<file path="src/rtl/proj_exhaustive_driver.sv">
// rtl/proj_exhaustive_driver.sv - exhaustive stimulus driver and y0 signature capture for a projection netlist
module proj_exhaustive_driver #(
    parameter int              N_IN         = 24,
    parameter logic [N_IN-1:0] SUPPORT_MASK = 24'h00000E,
    parameter logic [N_IN-1:0] FILL_VALUE   = 24'h000000,
    parameter int              CNT_W        = 17
) (
    input  logic             clk,
    input  logic             rst,
    input  logic             start,
    output logic [N_IN-1:0]  x_out,
    input  logic             y_in,
    output logic             busy,
    output logic             done,
    output logic [CNT_W-1:0] vector_index,
    output logic [CNT_W-1:0] ones_count,
    output logic [15:0]      signature
);

    function automatic int popcount(input logic [N_IN-1:0] m);
        int n;
        n = 0;
        for (int i = 0; i < N_IN; i++) begin
            if (m[i]) n++;
        end
        return n;
    endfunction

    localparam int K = popcount(SUPPORT_MASK);

    // More than 16 support inputs would overflow the counter and make the run impractically long.
    if (K > 16) begin : g_k_too_large
        $error("proj_exhaustive_driver: SUPPORT_MASK selects more than 16 inputs");
    end

    localparam logic [CNT_W-1:0] L_LAST = CNT_W'((64'd1 << K) - 64'd1);

    localparam logic [0:0] S_IDLE = 1'b0;
    localparam logic [0:0] S_RUN  = 1'b1;

    // Scatter counter bit j onto the j-th lowest set bit of the support mask.
    function automatic logic [N_IN-1:0] pdep(input logic [CNT_W-1:0] cnt);
        logic [N_IN-1:0]  x;
        logic [CNT_W-1:0] shifted;
        int               j;
        x = FILL_VALUE;
        j = 0;
        for (int i = 0; i < N_IN; i++) begin
            if (SUPPORT_MASK[i]) begin
                shifted = cnt >> j;
                x[i]    = shifted[0];
                j++;
            end
        end
        return x;
    endfunction

    logic [0:0]       r_state;
    logic [N_IN-1:0]  r_x_out;
    logic             r_done;
    logic [CNT_W-1:0] r_vector_index;
    logic [CNT_W-1:0] r_ones_count;
    logic [15:0]      r_signature;

    logic [CNT_W-1:0] w_next_index;
    logic [N_IN-1:0]  w_next_pattern;
    logic [N_IN-1:0]  w_first_pattern;
    logic             w_last;
    logic [15:0]      w_next_signature;

    // Next vector, first vector, end-of-run detect and MISR step.
    always_comb begin
        w_next_index     = r_vector_index + CNT_W'(1);
        w_next_pattern   = pdep(w_next_index);
        w_first_pattern  = pdep('0);
        w_last           = (r_vector_index == L_LAST);
        w_next_signature = {r_signature[14:0], y_in} ^ (r_signature[15] ? 16'h1021 : 16'h0000);
    end

    // Run control: accept start in IDLE, step through every vector in RUN, pulse done at the end.
    always_ff @(posedge clk) begin
        if (rst) begin
            r_state        <= S_IDLE;
            r_x_out        <= FILL_VALUE;
            r_done         <= 1'b0;
            r_vector_index <= '0;
            r_ones_count   <= '0;
            r_signature    <= 16'h0000;
        end else begin
            r_done <= 1'b0;
            case (r_state)
                S_IDLE: begin
                    r_x_out <= FILL_VALUE;
                    if (start) begin
                        r_state        <= S_RUN;
                        r_x_out        <= w_first_pattern;
                        r_vector_index <= '0;
                        r_ones_count   <= '0;
                        r_signature    <= 16'h0000;
                    end
                end
                default: begin
                    // y_in reflects the vector currently on x_out.
                    r_ones_count <= r_ones_count + CNT_W'(y_in);
                    r_signature  <= w_next_signature;
                    if (w_last) begin
                        r_state <= S_IDLE;
                        r_done  <= 1'b1;
                        r_x_out <= FILL_VALUE;
                    end else begin
                        r_vector_index <= w_next_index;
                        r_x_out        <= w_next_pattern;
                    end
                end
            endcase
        end
    end

    assign x_out        = r_x_out;
    assign busy         = (r_state == S_RUN);
    assign done         = r_done;
    assign vector_index = r_vector_index;
    assign ones_count   = r_ones_count;
    assign signature    = r_signature;

endmodule

</file>
<file path="config.mk">
export PLATFORM = sky130hd
export DESIGN_NAME = proj_exhaustive_driver
export DESIGN_NICKNAME = d
export VERILOG_FILES = /design/src/rtl/proj_exhaustive_driver.sv
export SDC_FILE = /design/constraint.sdc
export NUM_CORES = 1
export LEC_CHECK = 0
export ABC_AREA = 0
export BUFFER_PORTS_ARGS = -buffer_cell sky130_fd_sc_hd__buf_2
export CORE_MARGIN = 2
export CORE_UTILIZATION = 55
export DETAILED_ROUTE_END_ITERATION = 8
export HOLD_SLACK_MARGIN = 0.15
export PLACE_DENSITY = 0.92
export SYNTH_ARGS = -nofsm -noshare
export SYNTH_HDL_FRONTEND = slang
export SYNTH_SLANG_ARGS = --single-unit
</file>
<file path="constraint.sdc">
create_clock -name clk -period 3.6 [get_ports clk]
set_clock_uncertainty 0.2 [all_clocks]
set_input_delay 0.36 -clock clk [delete_from_list [all_inputs] [get_ports clk]]
set_output_delay 0.36 -clock clk [all_outputs]
set_load 0.03 [all_outputs]
</file>
Word level (Yosys, flattened, before mapping)
Index checks and enable logic that the tools add are counted.
{ "word_totals": {"romBits": 0, "elab_cells": 28, "reg_bits": 76, "latch_bits": 0, "n_memories": 0, "ramBits": 0, "out_inout_bits": 76} }
{ "classes": {"muxes": 11, "multipliers": 0, "shifts": 0, "reduce_logical": 4, "n_div": 0, "n_eq_ne": 2, "add_sub_neg": 2, "bitwise": 2, "magnitude_cmp": 0} }
{ "ops": {"columns": ["operator", "count"], "rows": [
  ["$mux 17", 4],
  ["$mux 16", 2],
  ["$add 17x1->17", 1],
  ["$add 17x1->17 const B", 1],
  ["$eq 17x3->1 const B", 1],
  ["$xor 16x13->16", 1],
  ["$mux 13", 1],
  ["$mux 1", 4],
  ["$reduce_or 3->1", 1],
  ["$ne 2x2->1 const B", 1],
  ["$reduce_and 2->1", 1],
  ["$reduce_bool 2->1", 1],
  ["$reduce_or 2->1", 1],
  ["$not 1->1", 1]
]} }

Depth between registers and ports, before layout
Gate-level depths: netlist of the first run.
{ "logic_depth": {"word_depth": 3, "ltp_mapped": 6, "ltp_nobuf": 5} }

Worst setup path after synthesis of the first run
Ideal clock, no wire load.
{ "synth_timing": {"path_type": "register to register", "start": "register r_ones_count[4], in the netlist ones_count[4]", "end": "register r_ones_count[16], in the netlist ones_count[16]", "path_slack_ns": 1.474, "synth_period_minus_slack_ns": 2.126, "arrival_time_ns": 1.856, "setup_ns": 0.070, "n_path_buf": 1, "t_required_ns": 3.330, "path_stages_with_launch": 6, "path_cell_list": "dfxtp_1 -> nand3_2 -> or3_4 -> buf_6 -> or4_1 -> a21oi_1"} }
{ "synth_via": {"elab_chain_len": 2} }
{ "synth_rtl": {"columns": ["item", "line_no", "source"], "rows": [
  ["from (decl)", "62", "logic [CNT_W-1:0] r_ones_count;"],
  ["from (signal assigned)", "104", "r_ones_count <= r_ones_count + CNT_W'(y_in);"],
  ["$add 17x1->17", "104", null],
  ["$mux 17", "91", "case (r_state)"]
]} }
Every way passes these cells.
A chain may end at the register's enable or synchronous reset.

Final worst setup path of the first run
{ "layout_timing": {"start": "register r_ones_count[1], in the netlist ones_count[1]", "end": "register r_ones_count[9], in the netlist ones_count[9]"} }
Same word-level chain as after synthesis.

==> out/summary.md, run 1 <==
The netlist uses 44 different library cells. Setup repair after global routing left no endpoint under its margin. For the floorplan core area, the log shows 4720 um2. For this configuration, the core starts out at a cell density of 57.4%. The total of flip-flops plus latches after synthesis came out at 55.

TritonCTS built the clock tree. After synthesis, the mean cell area works out to 8.61 um2. Placement-stage worst setup slack: 1490 ps. After the first detailed-routing iteration, the DRC count stood at 218.

For this block, the via count after detailed routing is 2,494. After the last flow step, the layout net total stands at 369. For the number of max-slew violations in the final report, the log shows 0. In the synthesized netlist the dominant register cell turns out to be sky130_fd_sc_hd__dfxtp_1.

In the final routed layout, each cell accounts on average for 13.9 um. Adding up every negative setup slack in the final design gives 0 ps. For the number of buffers created by CTS, the log shows 5.

The biggest area contributor in the post-synthesis netlist is sky130_fd_sc_hd__dfxtp_1. The number of levels the H-tree was split into was 2; the slew at the pin with the worst max-slew slack was 891 ps. The initial antenna violation count was 0; the register clock-pin slew on the reported worst setup and hold paths was 90 ps. The number of global-route vias before repair is 2,070, and the post-synthesis cell count is 315. The tree is rooted in a sky130_fd_sc_hd__clkbuf_8.

Adder and majority gate portion of the synthesized area: 1.85%. The run gives 1.18 nW as the leakage power total. Setup violations remaining at the end of the flow were counted as 0. Max-cap violations in this run came to 0.

Detailed placement finished with a half-perimeter wire length of 4140 um. Routability-driven placement finished with a final weighted congestion of 0.860. The buffer count from post-CTS setup fixing was 0; the worst voltage drop across the vdd grid was 0.240 mV. The highest clock rate was 0.472 GHz. The die is 74.2 um wide.

First-pass GRT wire length: 9650 um. The library cells used most frequently in the layout, excluding fill and tap cells, are 58 x sky130_fd_sc_hd__buf_2, 55 x sky130_fd_sc_hd__dfxtp_1, 41 x sky130_fd_sc_hd__a21oi_1. The run gives 0 as the total grt overflow. Counting along the longest clock path gives a buffer depth of 2.

The synthesized-area fraction occupied by ao, oa, aoi and oai cells works out to 17.4%. For the arrival time reported for the critical path endpoint, the log shows 2100 ps. The worst pin sits at a relative slew slack of 40.6%. The run finished with clean final reports.

Of the post-synthesis cell area, the dominant cell type holds 40.6%. Walking the worst path, the cells encountered are nand3_1 -> or4_2 -> nand4_1 -> o31ai_1. The overall routed net length was 5970 um. The post-route cell area was 3000 um2. Share of synthesized area occupied by flip-flops and latches: 40.6%.

Across the whole layout, storage elements account for 1100 um2. STA classifies the critical path startpoint as a flip-flop. Pin placement for this block handled 80 I/O pins.

The post-cts resize count was 0; the number of optimization iterations in the first detailed-route pass was 4. By area the synthesized netlist is led by sky130_fd_sc_hd__dfxtp_1 41%, sky130_fd_sc_hd__a21oi_1 7.6%, sky130_fd_sc_hd__buf_4 5.8%, sky130_fd_sc_hd__nor3b_1 5.0%, sky130_fd_sc_hd__o311ai_0 3.6%. Measured along the y axis, the die boundary spans 74.2 um. The path class of the lowest-slack min-delay path was input pin to flip-flop. The number of enable-type register cells in the synthesized netlist works out to 0. The least setup slack across all paths after layout is 1480 ps. Compared with the post-synthesis result, the final layout area differs by 10.6%. Of the cells placed in the final design, the portion with a size suffix greater than 1 is 22.4%. The design draws 1.05 mW. Fill cells in the final layout number 414. The run gives 0 as the DRC violation count after routing. In the global route stage, overall resource usage came out at 22.0%. After floorplanning, the core was divided into 25 placement rows. The run gives 2710 um2 as the post-synth design cell area.

Of the total synthesized cell area, the portion taken by AND, OR, NAND and NOR gates is 26.2%. The most common cell after layout, fill and taps aside is sky130_fd_sc_hd__buf_2. The number of hold buffers added after CTS was 0. The post-synthesis share of cell area spent on xor and xnor gates is 1.29%. Entering global routing, the biggest net connects 30 pins. Dividing the detail-routed via count by the number of cells gives 5.81. For this run, the slowest stage of the critical path takes 770 ps. At the worst endpoint, the required time is 3590 ps. The worst path in the final design needs a cycle of 2120 ps, including I/O delays and setup. In the final layout, the multi-input gates occupy 1390 um2. In the synthesized netlist the async set-or-reset flop fraction comes to 0%. STA classifies the critical path endpoint as a flip-flop.

The Yosys step of the flow raised 0 warnings. The area of the die is 5510 um2, and the clock latency on the worst-skew pair is 310 ps. Once placement finished, the instance area stood at 2920 um2. The biggest fanout along the worst timing path was 13. On the critical path, the stage with the largest delay is an instance of sky130_fd_sc_hd__or4_2. The detail route stage leaves a number of antenna-violating nets equal to 0. Total power density per cell area: 350 nW/um2. Of the available clock period, the critical path in the final layout requires 58.8%. The worst setup path is of the flip-flop to flip-flop kind. For this design, the sink count on the clock tree is 55. Multiplexer cells account for 1.66% of the synthesized area. The total count of hold-check failures in the final report is 0, and the number of diodes is 0. The number of buffers added on ports works out to 58. Main combinational cell family by area after synthesis: simple AND/OR/NAND/NOR gates.
[synthesized netlist by cell type (all sizes together), types with 6 or more instances]
cell and count:
a21oi 41, buf 28, clkbuf 13, dfxtp 55, inv 7, nand2 20, nand3 9, nand4 11
nor2 24, nor3b 18, nor4 6, o311ai 11, or3 7, or4 14
[where the power goes]
part           switching [mW]  internal (mW)  leakage, nW  total (mW)
clock                   0.194          0.137       0.0422       0.331
combinational          0.0850         0.0161        0.696       0.101
sequential            0.00442          0.613        0.444       0.617
total                   0.284          0.766         1.18        1.05
[critical path, delay by kind of cell (launching register included)]
family	cells	cell delay, ps
simple gates	3	1230
flops	1	480
compound gates	1	90
[metal layers]
metal	GRT usage, %	part of all wire, %	vias to the layer above
met5	0	0	-
met4	6.55	0.92	0
li1	-	-	1215
met1	29.3	44	1183
met3	5.28	7.0	6
met2	35.7	48	90
[final timing paths]
kind | startpoint | end | slack [ps] | cells past startpoint
worst max-delay path | ones_count[1] | ones_count[9] | 1480 | 4
worst min-delay path | y_in | signature[0] | 260 | 4
worst max register to register | ones_count[1] | ones_count[9] | 1480 | 4
worst min register to register | ones_count[16] | ones_count[16] | 310 | 2
[per-stage QoR]
stage | util (%) | hold WS (ps) | std cells
finish | 63.5 | 261 | 429
detailed placement | 61.7 | 300 | 421
CTS | 63.5 | 255 | 429
global placement | 61.7 | 282 | 421
floorplan | - | 365 | 335
global route | 63.5 | 298 | 429
[cell families (layout without fill, tap and decap cells)]
logic type	Yosys count	count (layout)
flip-flops	55	55
multiplexers	4	4
XOR/XNOR	4	4
AND/OR/NAND/NOR	123	123
AO/OA/AOI/OAI	75	75
other	1	21
adder cells (fa/ha/maj)	4	4
buffers and inverters	49	76
[area by class of cell]
type	instances	share of cell area, %
Tap cell	67	2.80
Clock buffer	7	2.55
Inverter	7	0.876
Clock inverter	1	0.167
Sequential cell	55	36.7
Timing Repair Buffer	61	10.4
Multi-Input combinational cell	231	46.5
[sequential cells by signal (all words and copies together), names as in the netlist]
register,count
busy,1
done,1
signature,16
x_out,3
vector_index,17
ones_count,17
Note: power is estimated with default switching activity, not from simulation.
==> run 2: changes to the inputs <==
- CORE_UTILIZATION: 55 -> 51
- PLACE_DENSITY: 0.92 -> 0.87
- clock period: 3.6 -> 1.95 ns (I/O delays scaled with it)
==> run 2 against run 1 <==
Compared with the run above:
- count of clock-buffer cells in the layout is 1 higher
- wire length increased by 14%
- first-iteration DRC count is 23% lower
- cell count is 4.7% higher
- global-route usage decreased by 0.47 points
- largest cell class unchanged
- sequential power up 85%
- worst setup slack lost 1400 ps
==> out/summary.md, run 2 (same netlist as run 1, synthesis figures left out) <==
Register clock-pin slew on the reported worst setup and hold paths: 90 ps (about the same). Among all stages on the critical path, the largest delay is contributed by sky130_fd_sc_hd__dfxtp_2. The tools report the worst voltage drop across the vdd grid as 0.364 mV (+52%). Path class of the lowest-slack min-delay path: input pin to flip-flop.

The number of buffers on the longest clock path was 2 (unchanged). The number of optimization iterations in the first detailed-route pass was 4 (unchanged). The number of global-route vias before repair is 2,313 (+12%).

The critical path goes through ha_1 -> nand4_1 -> nor4_1 -> mux2_2 -> nor2_1. Leakage power total: 1.28 nW (+8.4%). The vertical die dimension works out to 76.9 um (+3.6%).

The tools report the clock tree root driver cell as sky130_fd_sc_hd__clkbuf_8. The critical path's largest stage delay works out to 410 ps (-360 ps). Compared with the post-synthesis result, the final layout area differs by 19.4%.

The required time at the endpoint of the critical path was 1990 ps (-1600 ps); the total number of clock tree sinks was 55 (unchanged). For the final-report setup violation count, the log shows 0 (unchanged). The total grt overflow was 0 (unchanged); the total count of hold-check failures in the final report was 0 (unchanged).

The max-cap check violation count is 0 (unchanged). TritonCTS built the clock tree. For the final cell count without fillers, the log shows 449 (+4.7%). The ratio of final minimum period to clock period is 96.6% (+38 points), and the first-pass GRT wire length is 10,600 um (+10%). The proportion of layout cells with a drive suffix above 1 is 30.9% (+8.5 points), and the number of standard-cell rows in the floorplan is 26 (+4.0%). The final net count was 386 (+4.6%); the clock period minus worst slack was 1880 ps (-234 ps). The clock latency on the worst-skew pair is 310 ps (about the same), and the DRC violation count after routing is 0 (unchanged).

Area of the die: 5920 um2 (+7.4%). The initial antenna violation count came out at 0 (unchanged). The logs give 66.9 ps (-1420 ps) for the least setup slack across all paths after layout and 6800 um (+14%) for the overall routed net length. The tools report the number of max-slew violations in the final report as 0 (unchanged). The cell depth of the worst min-delay path was 4 (unchanged). The number of buffers added on ports came out at 58 (unchanged).

The startpoint class of the critical path was a flip-flop. The top-level port count is 80 (unchanged), and the mean routed wirelength per cell is 15.1 um (+8.8%). Maximum number of pins on one net before global-route repair: 38 (+27%).

The flow ran to the end, and the final reports show no timing, DRC or antenna violations. The total number of vias is 2,637 (+5.7%). The initial core utilization was 53.1% (-4.3 points). The highest clock rate came out at 0.531 GHz (+12%). The violation count after the first detailed-routing iteration is 167 (-23%). The floorplan core area was 5110 um2 (+8.1%). The number of cell instances on the worst register-to-register path is 5 (+1), and the global-route total usage across every layer is 21.5% (-0.47 points). Leaving out fill and tap cells, the most frequent cell in the layout is sky130_fd_sc_hd__buf_2. The tools report the number of buffers created by CTS as 5 (unchanged). The tools report the count of placed standard cells including taps as 436 (+3.6%). The count of filler cells inserted in the layout is 425 (+2.7%), and the arrival time reported for the critical path endpoint is 1930 ps (-170 ps). The critical path capture point type was a flip-flop. For the half-perimeter wire length after placement, the log shows 4380 um (+5.7%). The number of diodes is 0 (unchanged). The placement-stage worst setup slack is 96.0 ps (-1400 ps).

The die boundary width is 76.9 um (+3.6%), and the count of antenna-violating nets left after detailed routing is 0 (unchanged). The top cell types in the final layout, fill and taps aside, are 58 x sky130_fd_sc_hd__buf_2, 41 x sky130_fd_sc_hd__a21oi_1, 41 x sky130_fd_sc_hd__dfxtp_1. The total power density per cell area came out at 624 nW/um2 (+78%). The detailed-route vias per instance was 5.87 (+1.0%); the biggest fanout along the worst timing path was 7 (-6).

The path type of the worst setup path was flip-flop to flip-flop. Number of levels the H-tree was split into: 2 (unchanged). The weighted congestion at the end of routability-driven global placement came out at 0.917 (+6.6%).
-- run 2: routing by layer --
| metal | vias up | GRT usage (%) | part of all wire [%] |
|---|---|---|---|
| li1 | 1256 | - | - |
| met1 | 1229 | 26.8 | 40 |
| met2 | 137 | 34.9 | 49 |
| met3 | 15 | 6.00 | 9.6 |
| met4 | 0 | 9.09 | 1.9 |
| met5 | - | 0 | 0 |
-- run 2: power by group --
group	leakage, nW	internal (mW)	switching (mW)
Combinational	0.778	0.0410	0.156
Clock	0.0515	0.325	0.356
Sequential	0.451	1.13	0.0125
-- run 2: repair_timing --
item,4_1_cts,5_1_grt
resized for setup,1,12
hold buffers,3,0
cloned,0,1
endpoints found under the setup margin,2,12
setup buffers,0,1
pin swaps,0,4
hold endpoints to repair,13,0
-- run 2: worst paths after layout --
| path | startpoint | endpoint | slack, ps |
|---|---|---|---|
| setup / recovery | vector_index[0] | vector_index[16] | 70 |
| hold / removal | y_in | ones_count[2] | 220 |
| setup reg to reg | vector_index[0] | vector_index[16] | 70 |
| hold reg to reg | ones_count[9] | ones_count[9] | 290 |
-- run 2: final cells by class --
| class | instances | area, um2 | share of cell area (%) |
|---|---|---|---|
| Multi-Input combinational cell | 232 | 1460 | 45.1 |
| Sequential cell | 55 | 1120 | 34.7 |
| Timing Repair Buffer | 77 | 440 | 13.6 |
| Clock buffer | 8 | 100 | 3.09 |
| Tap cell | 70 | 87.6 | 2.70 |
| Inverter | 7 | 26.3 | 0.811 |
-- run 2: worst max-delay path, delay by kind of cell, from the launching register on --
kind / cells / cell delay, ps
AND/OR/NAND/NOR: 3 / 640
adder cells (fa/ha/maj): 1 / 180
multiplexers: 1 / 380
flip-flops: 1 / 410
-- run 2: metrics by stage --
stage | power, mW | hold WS (ps) | setup TNS (ps) | util, % | cell area, um2
after floorplan | 1.35 | 200 | -26.3 | - | 2810
after global placement | 1.36 | 252 | 0 | 59.5 | 3040
after detailed placement | 1.36 | 270 | 0 | 59.5 | 3040
after CTS | 2.03 | 204 | 0 | 62.1 | 3170
after global routing | 2.09 | 236 | -16.5 | 63.4 | 3240
final | 2.02 | 218 | 0 | 63.4 | 3240
